## config.mk

```make
export PLATFORM = sky130hd
export DESIGN_NAME = lsu_bus_ctrl
export DESIGN_NICKNAME = d
export VERILOG_FILES = /design/src/rtl/lsu_bus_ctrl.sv
export SDC_FILE = /design/constraint.sdc
export NUM_CORES = 1
export LEC_CHECK = 0
export CAP_MARGIN = 0
export CORE_UTILIZATION = 25
export DETAILED_ROUTE_END_ITERATION = 10
export PLACE_DENSITY = 0.7
export SETUP_SLACK_MARGIN = 0.02
export SLEW_MARGIN = 30
export SYNTH_ARGS = -nofsm -noshare
export SYNTH_HDL_FRONTEND = slang
export SYNTH_SLANG_ARGS = --single-unit
```

## constraint.sdc

```tcl
create_clock -name clk -period 2.03 [get_ports clk]
set_input_delay 0.406 -clock clk [delete_from_list [all_inputs] [get_ports clk]]
set_output_delay 0.406 -clock clk [all_outputs]
set_load 0.02 [all_outputs]
```

## src/rtl/lsu_bus_ctrl.sv

```systemverilog
// Load/store bus controller for the MEM stage: drives one req/gnt/rvalid transaction per access,
// aligns and extends load data, and flags misaligned accesses and bus timeouts.
module lsu_bus_ctrl #(
  parameter logic [7:0] TIMEOUT = 8'd255
) (
  input  logic        clk,
  input  logic        rstn,
  input  logic        mem_valid,
  input  logic        mem_we,
  input  logic [1:0]  mem_size,
  input  logic        mem_unsigned,
  input  logic [31:0] mem_addr,
  input  logic [31:0] mem_wdata,
  output logic        bus_req,
  output logic        bus_we,
  output logic [31:0] bus_addr,
  output logic [3:0]  bus_be,
  output logic [31:0] bus_wdata,
  input  logic        bus_gnt,
  input  logic        bus_rvalid,
  input  logic [31:0] bus_rdata,
  output logic        busy,
  output logic [31:0] rdata,
  output logic        rdata_valid,
  output logic        misalign,
  output logic        bus_err
);

  typedef enum logic [1:0] {
    IDLE = 2'd0,
    GNT  = 2'd1,
    RSP  = 2'd2
  } state_e;

  state_e      state_q, state_d;
  logic [7:0]  cnt_q, cnt_d;
  logic        we_q, we_d;
  logic [1:0]  size_q, size_d;
  logic        uns_q, uns_d;
  logic [1:0]  off_q, off_d;

  logic [1:0]  size_s;
  logic        misal_s;
  logic        timeout_s;
  logic        req_s, busy_s, misalign_s, err_s, rvld_s;
  logic [31:0] shifted_s;
  logic [31:0] ext_s;

  // Size 11 behaves exactly like a word access everywhere, including the captured copy.
  assign size_s    = (mem_size == 2'b11) ? 2'b10 : mem_size;
  assign misal_s   = ((size_s == 2'b01) && mem_addr[0]) ||
                     ((size_s == 2'b10) && (mem_addr[1:0] != 2'b00));
  // The timeout fires in the TIMEOUT-th waiting cycle after entering GNT/RSP.
  assign timeout_s = (cnt_q == (TIMEOUT - 8'd1));

  assign bus_addr  = {mem_addr[31:2], 2'b00};
  assign bus_we    = mem_we;

  always_comb begin
    case (size_s)
      2'b00:   bus_be = 4'b0001 << mem_addr[1:0];
      2'b01:   bus_be = 4'b0011 << mem_addr[1:0];
      default: bus_be = 4'b1111;
    endcase
  end

  always_comb begin
    case (size_s)
      2'b00:   bus_wdata = {4{mem_wdata[7:0]}};
      2'b01:   bus_wdata = {2{mem_wdata[15:0]}};
      default: bus_wdata = mem_wdata;
    endcase
  end

  always_comb begin
    state_d    = state_q;
    cnt_d      = cnt_q;
    we_d       = we_q;
    size_d     = size_q;
    uns_d      = uns_q;
    off_d      = off_q;
    req_s      = 1'b0;
    busy_s     = 1'b0;
    misalign_s = 1'b0;
    err_s      = 1'b0;
    rvld_s     = 1'b0;
    case (state_q)
      IDLE: begin
        if (mem_valid && misal_s) begin
          misalign_s = 1'b1;
        end else if (mem_valid) begin
          req_s  = 1'b1;
          cnt_d  = 8'd0;
          we_d   = mem_we;
          size_d = size_s;
          uns_d  = mem_unsigned;
          off_d  = mem_addr[1:0];
          if (bus_gnt && mem_we) begin
            state_d = IDLE;
          end else if (bus_gnt) begin
            state_d = RSP;
            busy_s  = 1'b1;
          end else begin
            state_d = GNT;
            busy_s  = 1'b1;
          end
        end else begin
          state_d = IDLE;
        end
      end
      GNT: begin
        // A dropped mem_valid while waiting for the grant is a pipeline flush.
        if (!mem_valid || misal_s) begin
          state_d = IDLE;
        end else if (bus_gnt) begin
          req_s = 1'b1;
          if (we_q) begin
            state_d = IDLE;
          end else begin
            state_d = RSP;
            busy_s  = 1'b1;
            cnt_d   = 8'd0;
          end
        end else if (timeout_s) begin
          req_s   = 1'b1;
          err_s   = 1'b1;
          state_d = IDLE;
        end else begin
          req_s  = 1'b1;
          busy_s = 1'b1;
          cnt_d  = cnt_q + 8'd1;
        end
      end
      RSP: begin
        if (bus_rvalid) begin
          rvld_s  = 1'b1;
          state_d = IDLE;
        end else if (timeout_s) begin
          err_s   = 1'b1;
          state_d = IDLE;
        end else begin
          busy_s = 1'b1;
          cnt_d  = cnt_q + 8'd1;
        end
      end
      default: begin
        state_d = IDLE;
      end
    endcase
  end

  // Lane select and extension use only the fields captured when the request went out.
  assign shifted_s = bus_rdata >> {off_q, 3'b000};

  always_comb begin
    case (size_q)
      2'b00:   ext_s = uns_q ? {24'h000000, shifted_s[7:0]}  : {{24{shifted_s[7]}},  shifted_s[7:0]};
      2'b01:   ext_s = uns_q ? {16'h0000,   shifted_s[15:0]} : {{16{shifted_s[15]}}, shifted_s[15:0]};
      default: ext_s = shifted_s;
    endcase
  end

  assign bus_req     = req_s & rstn;
  assign busy        = busy_s & rstn;
  assign misalign    = misalign_s & rstn;
  assign bus_err     = err_s & rstn;
  assign rdata_valid = rvld_s & rstn;
  assign rdata       = (rvld_s && rstn) ? ext_s : 32'h0000_0000;

  always_ff @(posedge clk or negedge rstn) begin
    if (!rstn) begin
      state_q <= IDLE;
      cnt_q   <= 8'd0;
      we_q    <= 1'b0;
      size_q  <= 2'b00;
      uns_q   <= 1'b0;
      off_q   <= 2'b00;
    end else begin
      state_q <= state_d;
      cnt_q   <= cnt_d;
      we_q    <= we_d;
      size_q  <= size_d;
      uns_q   <= uns_d;
      off_q   <= off_d;
    end
  end

endmodule

```

==> summary by stage, run 1 <==
Synth
The most used flip-flop cell after synthesis is sky130_fd_sc_hd__dfrtp_1. Synthesis produced a netlist whose cell count is between 300 and 400. The post-synthesis compound-gate area fraction is 0.265.

In this run the cell area of the synthesized design comes to 2410 um^2. The number of enable flip-flop cells after synthesis is 0. The Yosys step of the flow raised 0 warnings. The synthesized design contains 16 register bits. After synthesis, the mean cell area works out to 7.70 um^2. The number of different library cells in the post-synthesis netlist is 47.

Of the post-synthesis cell area, the part taken by muxes is 0.208. The post-synthesis share of cell area spent on xor and xnor gates is 0. For this run, the register share of the synthesized area comes to 0.166.

The share of the synthesized area in the top cell type is 0.166. The fraction of the mapped netlist area in adder cells is 0.0311. The async set-or-reset flop fraction in the synthesized netlist is 1.00. The largest family of logic cells by synthesized area is compound AO/OA/AOI/OAI gates. The top cell type by total area after synthesis is sky130_fd_sc_hd__dfrtp_1.

Sorting the synthesized cells by area gives the leading types as sky130_fd_sc_hd__dfrtp_1 17%, sky130_fd_sc_hd__buf_4 13%, sky130_fd_sc_hd__mux2i_1 10%, sky130_fd_sc_hd__mux2_2 9.8%, sky130_fd_sc_hd__o21ai_0 6.6%. The area fraction in and, or, nand and nor cells after synthesis is 0.163.

STA
The final number of hold-violating endpoints is 0. Setup repair after global routing could not meet its margin everywhere. Setup violations remaining at the end of the flow were counted as 35. For the final database, setup skew stands at 2.78 ps. Derived from the worst setup path, the maximum achievable clock frequency is 384 MHz. Counting I/O delays and the setup requirement, the final critical path takes 2600 ps.

The minimum setup slack in the final design is -573 ps. The final critical-path share of the clock period is 1.28. The max-slew violation count was 0.

Outcome
The run finished, with violations left. The final reports fail on setup timing.

Critical path
At the worst endpoint, the arrival time is around 2200 ps. The launching point of the worst reg2reg path is state_q[1]$_DFFE_PN0P_. In this run the worst path has a maximum fanout of 7.

STA classifies the critical path endpoint as an output pin. The start point of the critical path is off_q[0]$_DFFE_PN0P_. The nature of the critical path startpoint is a flip-flop. For the worst setup path, the data required time is 1620 ps.

By startpoint and endpoint, the worst setup path is classified as flip-flop to output pin.

Clock network
TritonCTS built the clock tree. The post-CTS clock slew at the launch and capture registers of the worst setup and hold paths is 70 ps. The clock latency of the later-clocked register in the worst-skew pair is 250 ps. Clock tree synthesis found a total of 16 sinks. The count of H-tree levels built during CTS is 1.

Clock tree synthesis selected as its root buffer the cell sky130_fd_sc_hd__clkbuf_8. Buffers inserted during clock tree synthesis total 3. In this run the deepest clock path goes through 2 buffers.

Floorplan
The standard-cell row count is 35. The area enclosed by the die boundary is 10000 um^2. In this run the vertical extent of the chip is 100 um. The die is between 100 and 150 um wide. The initial utilization of the core area, before any placement, comes to 0.260. The number of primary I/O pins is 211. The floorplan step defined a core boundary enclosing 9280 um^2.

Route
The post-route met1 wirelength is 4210 um. The wire length on met2 is ~5000 um. The total iterations of the first detailed-routing run is 4.

For this block, the routed nets add up to 9990 um of wire. The routed wire length on met3 is 624 um. For this block, the initial DRC count from the detailed router was 43. The average wire per standard cell is about 15 um.

In this run the top signal layer used is met4. The via density per instance is 4.81. The number of nets still failing antenna checks after routing is 0. After detailed routing, the number of remaining DRC violations is 0. Across all layers, the routed design uses 3100 vias.

Place
The total half-perimeter wirelength after legalization and detailed placement is 7370 um. Port buffering added 148 buffers. The placed instance area is 4410 um^2.

At the end of routability-driven placement, the weighted congestion stood at 0.855. The total placed cells including tap cells is 611.

Layout
Of the cells placed in the final design, the portion with a size suffix greater than 1 is 0.442. With fillers left out, the area of the finished cells amounts to 4980 um^2. The library cell used most frequently in the layout, excluding fill and tap cells, is sky130_fd_sc_hd__buf_4. Excluding fillers, the count of instances in the completed layout stands at 645. The number of antenna diodes in the final layout is 0. Leaving out fill and tap cells, the most frequent cells in the layout are 91 x sky130_fd_sc_hd__buf_4, 71 x sky130_fd_sc_hd__clkdlybuf4s50_1, 43 x sky130_fd_sc_hd__buf_6. Compared with the post-synthesis result, the final layout area differs by 106%. The final layout contains 628 nets.

Global route
The first global-routing pass estimated about 15000 um of wire. For this run, the total global-route usage over all layers was measured as 0.181. The number of global-route vias before repair is 2990. The total overflow left after global routing is 0. Entering global routing, the biggest net connects 26 pins. The initial antenna violation count is 0.

Min path
The path category of the worst min-delay check is input pin to asynchronous set/reset pin.

Job
Across the run, the number of max-cap violations was 0.

Pwr
The power per unit of standard cell area is ~530 nW/um^2. For this design the static power due to leakage is 2.26 nW. Across the VDD grid, the largest voltage drop is around 400 uV.
## per-stage QoR
step	hold slack (ps)	util	power (mW)	worst slack, ps	setup TNS [ps]
after floorplan	110	-	1.42	-202	-3670
after global placement	493	0.475	2.03	-1120	-50630
after detailed placement	504	0.475	2.05	-1140	-51320
after CTS	365	0.518	2.51	-598	-15300
after global routing	370	0.536	2.77	-651	-18000
final	357	0.536	2.62	-573	-15260
## report_power, final
part	internal [mW]	switching [mW]	leakage, nW
Sequential	0.370	0.0608	0.209
Combinational	0.981	0.915	2.02
Clock	0.172	0.117	0.0288
Total	1.52	1.09	2.26
## per-layer routing
| layer | global-route usage | up-vias |
|---|---|---|
| li1 | - | 1509 |
| met1 | 0.229 | 1440 |
| met2 | 0.323 | 133 |
| met3 | 0.0272 | 18 |
| met4 | 0.0390 | 0 |
| met5 | 0 | - |
## sequential cells by signal, summed over array words and instances, names as in the netlist
register / cells
state_q: 2
off_q: 2
cnt_q: 8
uns_q: 1
we_q: 1
size_q: 2
## kinds of logic after synthesis
| family | count (synthesis) |
|---|---|
| adder cells (fa/ha/maj) | 6 |
| AND/OR/NAND/NOR | 81 |
| multiplexers | 47 |
| other | 1 |
| buffers and inverters | 63 |
| AO/OA/AOI/OAI | 99 |
| flip-flops | 16 |
## final timing paths
path / to / slack, ps / cells past startpoint
worst max register to register: cnt_q[6]$_DFFE_PN0P_ / -20 / 10
max in group asynchronous: off_q[0]$_DFFE_PN0P_ / 1500 / 2
worst max-delay path: rdata[27] / -570 / 8
min in group clk: we_q$_DFFE_PN0P_ / 510 / 1
worst min register to register: we_q$_DFFE_PN0P_ / 510 / 1
worst min-delay path: cnt_q[3]$_DFFE_PN0P_ / 360 / 2
## cell usage after synthesis, types with 2 or more instances
| library cell | instances |
|---|---|
| sky130_fd_sc_hd__a31oi_1 | 2 |
| sky130_fd_sc_hd__mux2i_1 | 25 |
| sky130_fd_sc_hd__a21oi_1 | 22 |
| sky130_fd_sc_hd__nand3_1 | 3 |
| sky130_fd_sc_hd__clkbuf_1 | 10 |
| sky130_fd_sc_hd__or3_1 | 2 |
| sky130_fd_sc_hd__buf_2 | 3 |
| sky130_fd_sc_hd__o21ai_0 | 32 |
| sky130_fd_sc_hd__nor2b_1 | 10 |
| sky130_fd_sc_hd__nor3_1 | 3 |
| sky130_fd_sc_hd__mux2_2 | 21 |
| sky130_fd_sc_hd__o21bai_1 | 2 |
| sky130_fd_sc_hd__nand4_1 | 4 |
| sky130_fd_sc_hd__buf_1 | 2 |
| sky130_fd_sc_hd__nor3b_1 | 2 |
| sky130_fd_sc_hd__a41oi_1 | 3 |
| sky130_fd_sc_hd__a211oi_1 | 14 |
| sky130_fd_sc_hd__ha_1 | 6 |
| sky130_fd_sc_hd__inv_1 | 6 |
| sky130_fd_sc_hd__buf_4 | 42 |
| sky130_fd_sc_hd__nand2b_1 | 3 |
| sky130_fd_sc_hd__nor2_1 | 8 |
| sky130_fd_sc_hd__dfrtp_1 | 16 |
| sky130_fd_sc_hd__nand2_1 | 38 |
| sky130_fd_sc_hd__and3_1 | 3 |
| sky130_fd_sc_hd__o22ai_1 | 2 |
| sky130_fd_sc_hd__a21o_1 | 9 |
## critical path: stages, from the launching register on
cell	delay [ps]
sky130_fd_sc_hd__dfrtp_2	460
sky130_fd_sc_hd__mux2i_2	170
sky130_fd_sc_hd__mux2_4	270
sky130_fd_sc_hd__or2_4	240
sky130_fd_sc_hd__a2111oi_4	280
sky130_fd_sc_hd__buf_4	180
sky130_fd_sc_hd__buf_12	100
sky130_fd_sc_hd__a21o_1	110
sky130_fd_sc_hd__buf_6	120
## repair_timing
| action | in CTS | in global routing |
|---|---|---|
| gates resized for setup | 279 | 40 |
| pin swaps | 18 | 15 |
| setup buffers | 20 | 14 |
| hold buffers | 0 | 0 |
| endpoints found under the setup margin | 72 | 51 |
## layout make-up
type / count / area [um^2]
well taps: 129 / 161
inverters: 6 / 30.0
multi-input cells: 235 / 1970
repair buffers: 255 / 2360
fillers: 853 / 4310
clock buffers: 4 / 55.1
flip-flops and latches: 16 / 402
Power figures use the tool's default switching activity.
==> run 2: changes to the inputs <==
--- a/config.mk
+++ b/config.mk
@@ -7,6 +7,7 @@
 export LEC_CHECK = 0
 export CAP_MARGIN = 0
 export CORE_UTILIZATION = 25
+export CTS_BUF_LIST = sky130_fd_sc_hd__clkbuf_4 sky130_fd_sc_hd__clkbuf_8
 export DETAILED_ROUTE_END_ITERATION = 10
 export PLACE_DENSITY = 0.7
 export SETUP_SLACK_MARGIN = 0.02
==> results of run 2 <==
The final DEF is identical to that of run 1; final timing and power are the same.
==> run 3: changes to the inputs <==
--- a/config.mk
+++ b/config.mk
@@ -6,10 +6,12 @@
 export NUM_CORES = 1
 export LEC_CHECK = 0
 export CAP_MARGIN = 0
-export CORE_UTILIZATION = 25
+export CORE_UTILIZATION = 30
 export CTS_BUF_LIST = sky130_fd_sc_hd__clkbuf_4 sky130_fd_sc_hd__clkbuf_8
+export CTS_CLUSTER_SIZE = 28
 export DETAILED_ROUTE_END_ITERATION = 10
-export PLACE_DENSITY = 0.7
+export MAX_ROUTING_LAYER = met4
+export PLACE_DENSITY = 0.81
 export SETUP_SLACK_MARGIN = 0.02
 export SLEW_MARGIN = 30
 export SYNTH_ARGS = -nofsm -noshare
==> summary by stage, run 3 (synthesis results as in run 1) <==
Clock network
The cell at the root of the clock tree was sky130_fd_sc_hd__clkbuf_8 (unchanged). The number of buffers added to fix hold violations after cts was 0 (unchanged). The clock tree from TritonCTS is done (unchanged). The count of H-tree levels built during CTS is 1 (unchanged).

The clock buffer count from CTS is 3 (unchanged). The clock latency of the later-clocked register in the worst-skew pair is 260 ps (was 250 ps). The maximum number of buffers from clock root to sink is 2 (unchanged).

The post-CTS clock slew at the launch and capture registers of the worst setup and hold paths is 70 ps (about the same). The total number of clock tree sinks is 16 (unchanged).

Route
The total iterations of the first detailed-routing run was 4 (unchanged). The average wire per standard cell came to 17.4 um (was 15.5 um). The number of vias after detailed routing is 3238 (was 3100). The aggregate routed wire length is 10500 um (was 9990 um). The final routed DRC violation total is 0 (unchanged). The number of design-rule violations left by the first detailed-router iteration is 135 (was 43).

The number of nets still failing antenna checks after routing is 0 (unchanged). The via density per instance is 5.35 (was 4.81).

Min path
The path category of the worst min-delay check is input pin to asynchronous set/reset pin (unchanged).

Layout
The design area came to 4940 um^2 (was 4980 um^2). The flip-flop count of the largest register after layout is 8 (unchanged). The combined area of the multi-input logic cells is 2040 um^2 (was 1970 um^2).

The final-stage net count is 615 (was 628). The total of fill cells in the finished design is 601 (was 853). Highest-count cells in the layout ignoring fill and taps: 88 x sky130_fd_sc_hd__buf_4, 70 x sky130_fd_sc_hd__clkdlybuf4s50_1, 38 x sky130_fd_sc_hd__nand2_1 (was 91 x sky130_fd_sc_hd__buf_4, 71 x sky130_fd_sc_hd__clkdlybuf4s50_1, 43 x sky130_fd_sc_hd__buf_6). The filler-free cell count of the finished design is 605 (was 645). The antenna diode count was 0 (unchanged). The most common cell after layout, fill and taps aside is sky130_fd_sc_hd__buf_4 (unchanged).

The fraction of layout instances using a drive strength above 1 was 0.477 (was 0.442). The register with the most flip-flops is cnt_q (unchanged). The area occupied by registers is 402 um^2 (unchanged). The area growth from synthesis to layout came to 105% (was 106%).

STA
The max-slew violation count came to 0 (unchanged). Unrepaired setup endpoints after global routing: yes (unchanged). The final number of hold-violating endpoints is 0 (unchanged).

The worst clock skew was 1.99 ps (was 2.78 ps). The final critical-path share of the clock period is 1.26 (was 1.28). The minimum period implied by the final worst setup slack came to 2560 ps (was 2600 ps). The count of endpoints failing setup in the final report is 28 (was 35). The top achievable clock speed is 391 MHz (was 384 MHz). The minimum setup slack in the final design was -527 ps (was -573 ps).

Critical path
The element type at the critical path end is an output pin (unchanged). The data required time at the worst endpoint is 1620 ps (about the same). The critical path class was flip-flop to output pin (unchanged). The peak fanout along the critical path came to 8 (was 7). The arrival time of data at the critical path endpoint is 2150 ps (was 2200 ps). The nature of the critical path startpoint is a flip-flop (unchanged).

Place
The placed instance area was 4370 um^2 (was 4410 um^2). The total placed cells including tap cells came to 584 (was 611). The total half-perimeter wirelength after legalization and detailed placement was 7350 um (was 7370 um). The worst setup slack after placement is -1140 ps (about the same). The final estimated routing congestion in global placement is 0.997 (was 0.855). The count of buffers from port buffering is 148 (unchanged).

Global route
The number of global-route vias before repair came to 3149 (was 2990). The total global routing track utilization is 0.237 (was 0.181). The global-route wire length before repair came to 15600 um (was 14800 um). The leftover overflow at the end of global routing is 0 (unchanged).

The pin count of the biggest net entering global routing is 21 (was 26). The initial antenna violation count is 0 (unchanged).

Floorplan
The core area is 7770 um^2 (was 9280 um^2). The vertical extent of the die is 91.7 um (was 100 um). The standard-cell row count came to 32 (was 35). The horizontal die dimension is 91.7 um (was 100 um). The number of primary I/O pins is 211 (unchanged). The starting density of the core is 0.310 (was 0.260). The area enclosed by the die boundary is 8400 um^2 (was 10000 um^2).

Pwr
The maximum vdd drop is 270 uV (was 389 uV). The post-layout total power is 2.70 mW (was 2.62 mW). The power per unit of standard cell area was 546 nW/um^2 (was 526 nW/um^2). The leakage power figure is 2.21 nW (was 2.26 nW).

Outcome
Failing checks: setup timing (unchanged). Outcome: finished with violations (unchanged).

Job
The max-capacitance violation count was 0 (unchanged).
[run 3: area by class of cell]
type | count | share of cell area
inverter | 6 | 0.00507
multi-input combinational | 235 | 0.413
tap | 102 | 0.0258
sequential | 16 | 0.0813
timing repair buffer | 242 | 0.463
clock buffer | 4 | 0.0112
[run 3: per-layer routing]
layer	GRT usage	routed length, um	up-vias
met3	0.0531	760	35
met4	0.0741	257	0
met5	-	0	-
met1	0.254	4060	1530
li1	-	-	1485
met2	0.432	5470	188
[run 3: path summary, 6_finish.rpt]
kind / to / slack, ps / depth (start not counted) / start
max: rdata[25] / -530 / 7 / off_q[0]$_DFFE_PN0P_
min: state_q[1]$_DFFE_PN0P_ / 310 / 2 / rstn
max reg2reg: cnt_q[5]$_DFFE_PN0P_ / 70 / 10 / state_q[1]$_DFFE_PN0P_
min reg2reg: we_q$_DFFE_PN0P_ / 530 / 1 / we_q$_DFFE_PN0P_
max in group asynchronous: off_q[0]$_DFFE_PN0P_ / 1490 / 2 / rstn
min in group clk: we_q$_DFFE_PN0P_ / 530 / 1 / we_q$_DFFE_PN0P_
[run 3: where the power goes]
part / switching, mW / internal (mW) / total, mW
Sequential: 0.0588 / 0.370 / 0.429
Clock: 0.118 / 0.172 / 0.290
Combinational: 0.978 / 0.997 / 1.98
[run 3: worst max-delay path, stage by stage, from the launching register on]
cell and delay [ps]:
sky130_fd_sc_hd__dfrtp_2 450, sky130_fd_sc_hd__mux2i_2 170, sky130_fd_sc_hd__mux2_4 270, sky130_fd_sc_hd__or2_4 250
sky130_fd_sc_hd__a2111oi_4 300, sky130_fd_sc_hd__buf_6 180, sky130_fd_sc_hd__a21o_1 140, sky130_fd_sc_hd__buf_6 130
[run 3: repair_timing]
action                     in CTS  in global routing
setup endpoints to repair      66                 50
cloned                          3                  0
gates resized for setup       322                 44
setup buffers                   8                  9
pin swaps                      14                 20
[run 3: stage by stage]
step	util	setup TNS, ps	hold WS (ps)
floorplan	-	-3670	110
global placement	0.562	-47790	501
detailed placement	0.562	-49330	521
CTS	0.605	-12910	324
global route	0.636	-12990	351
finish	0.636	-11630	312
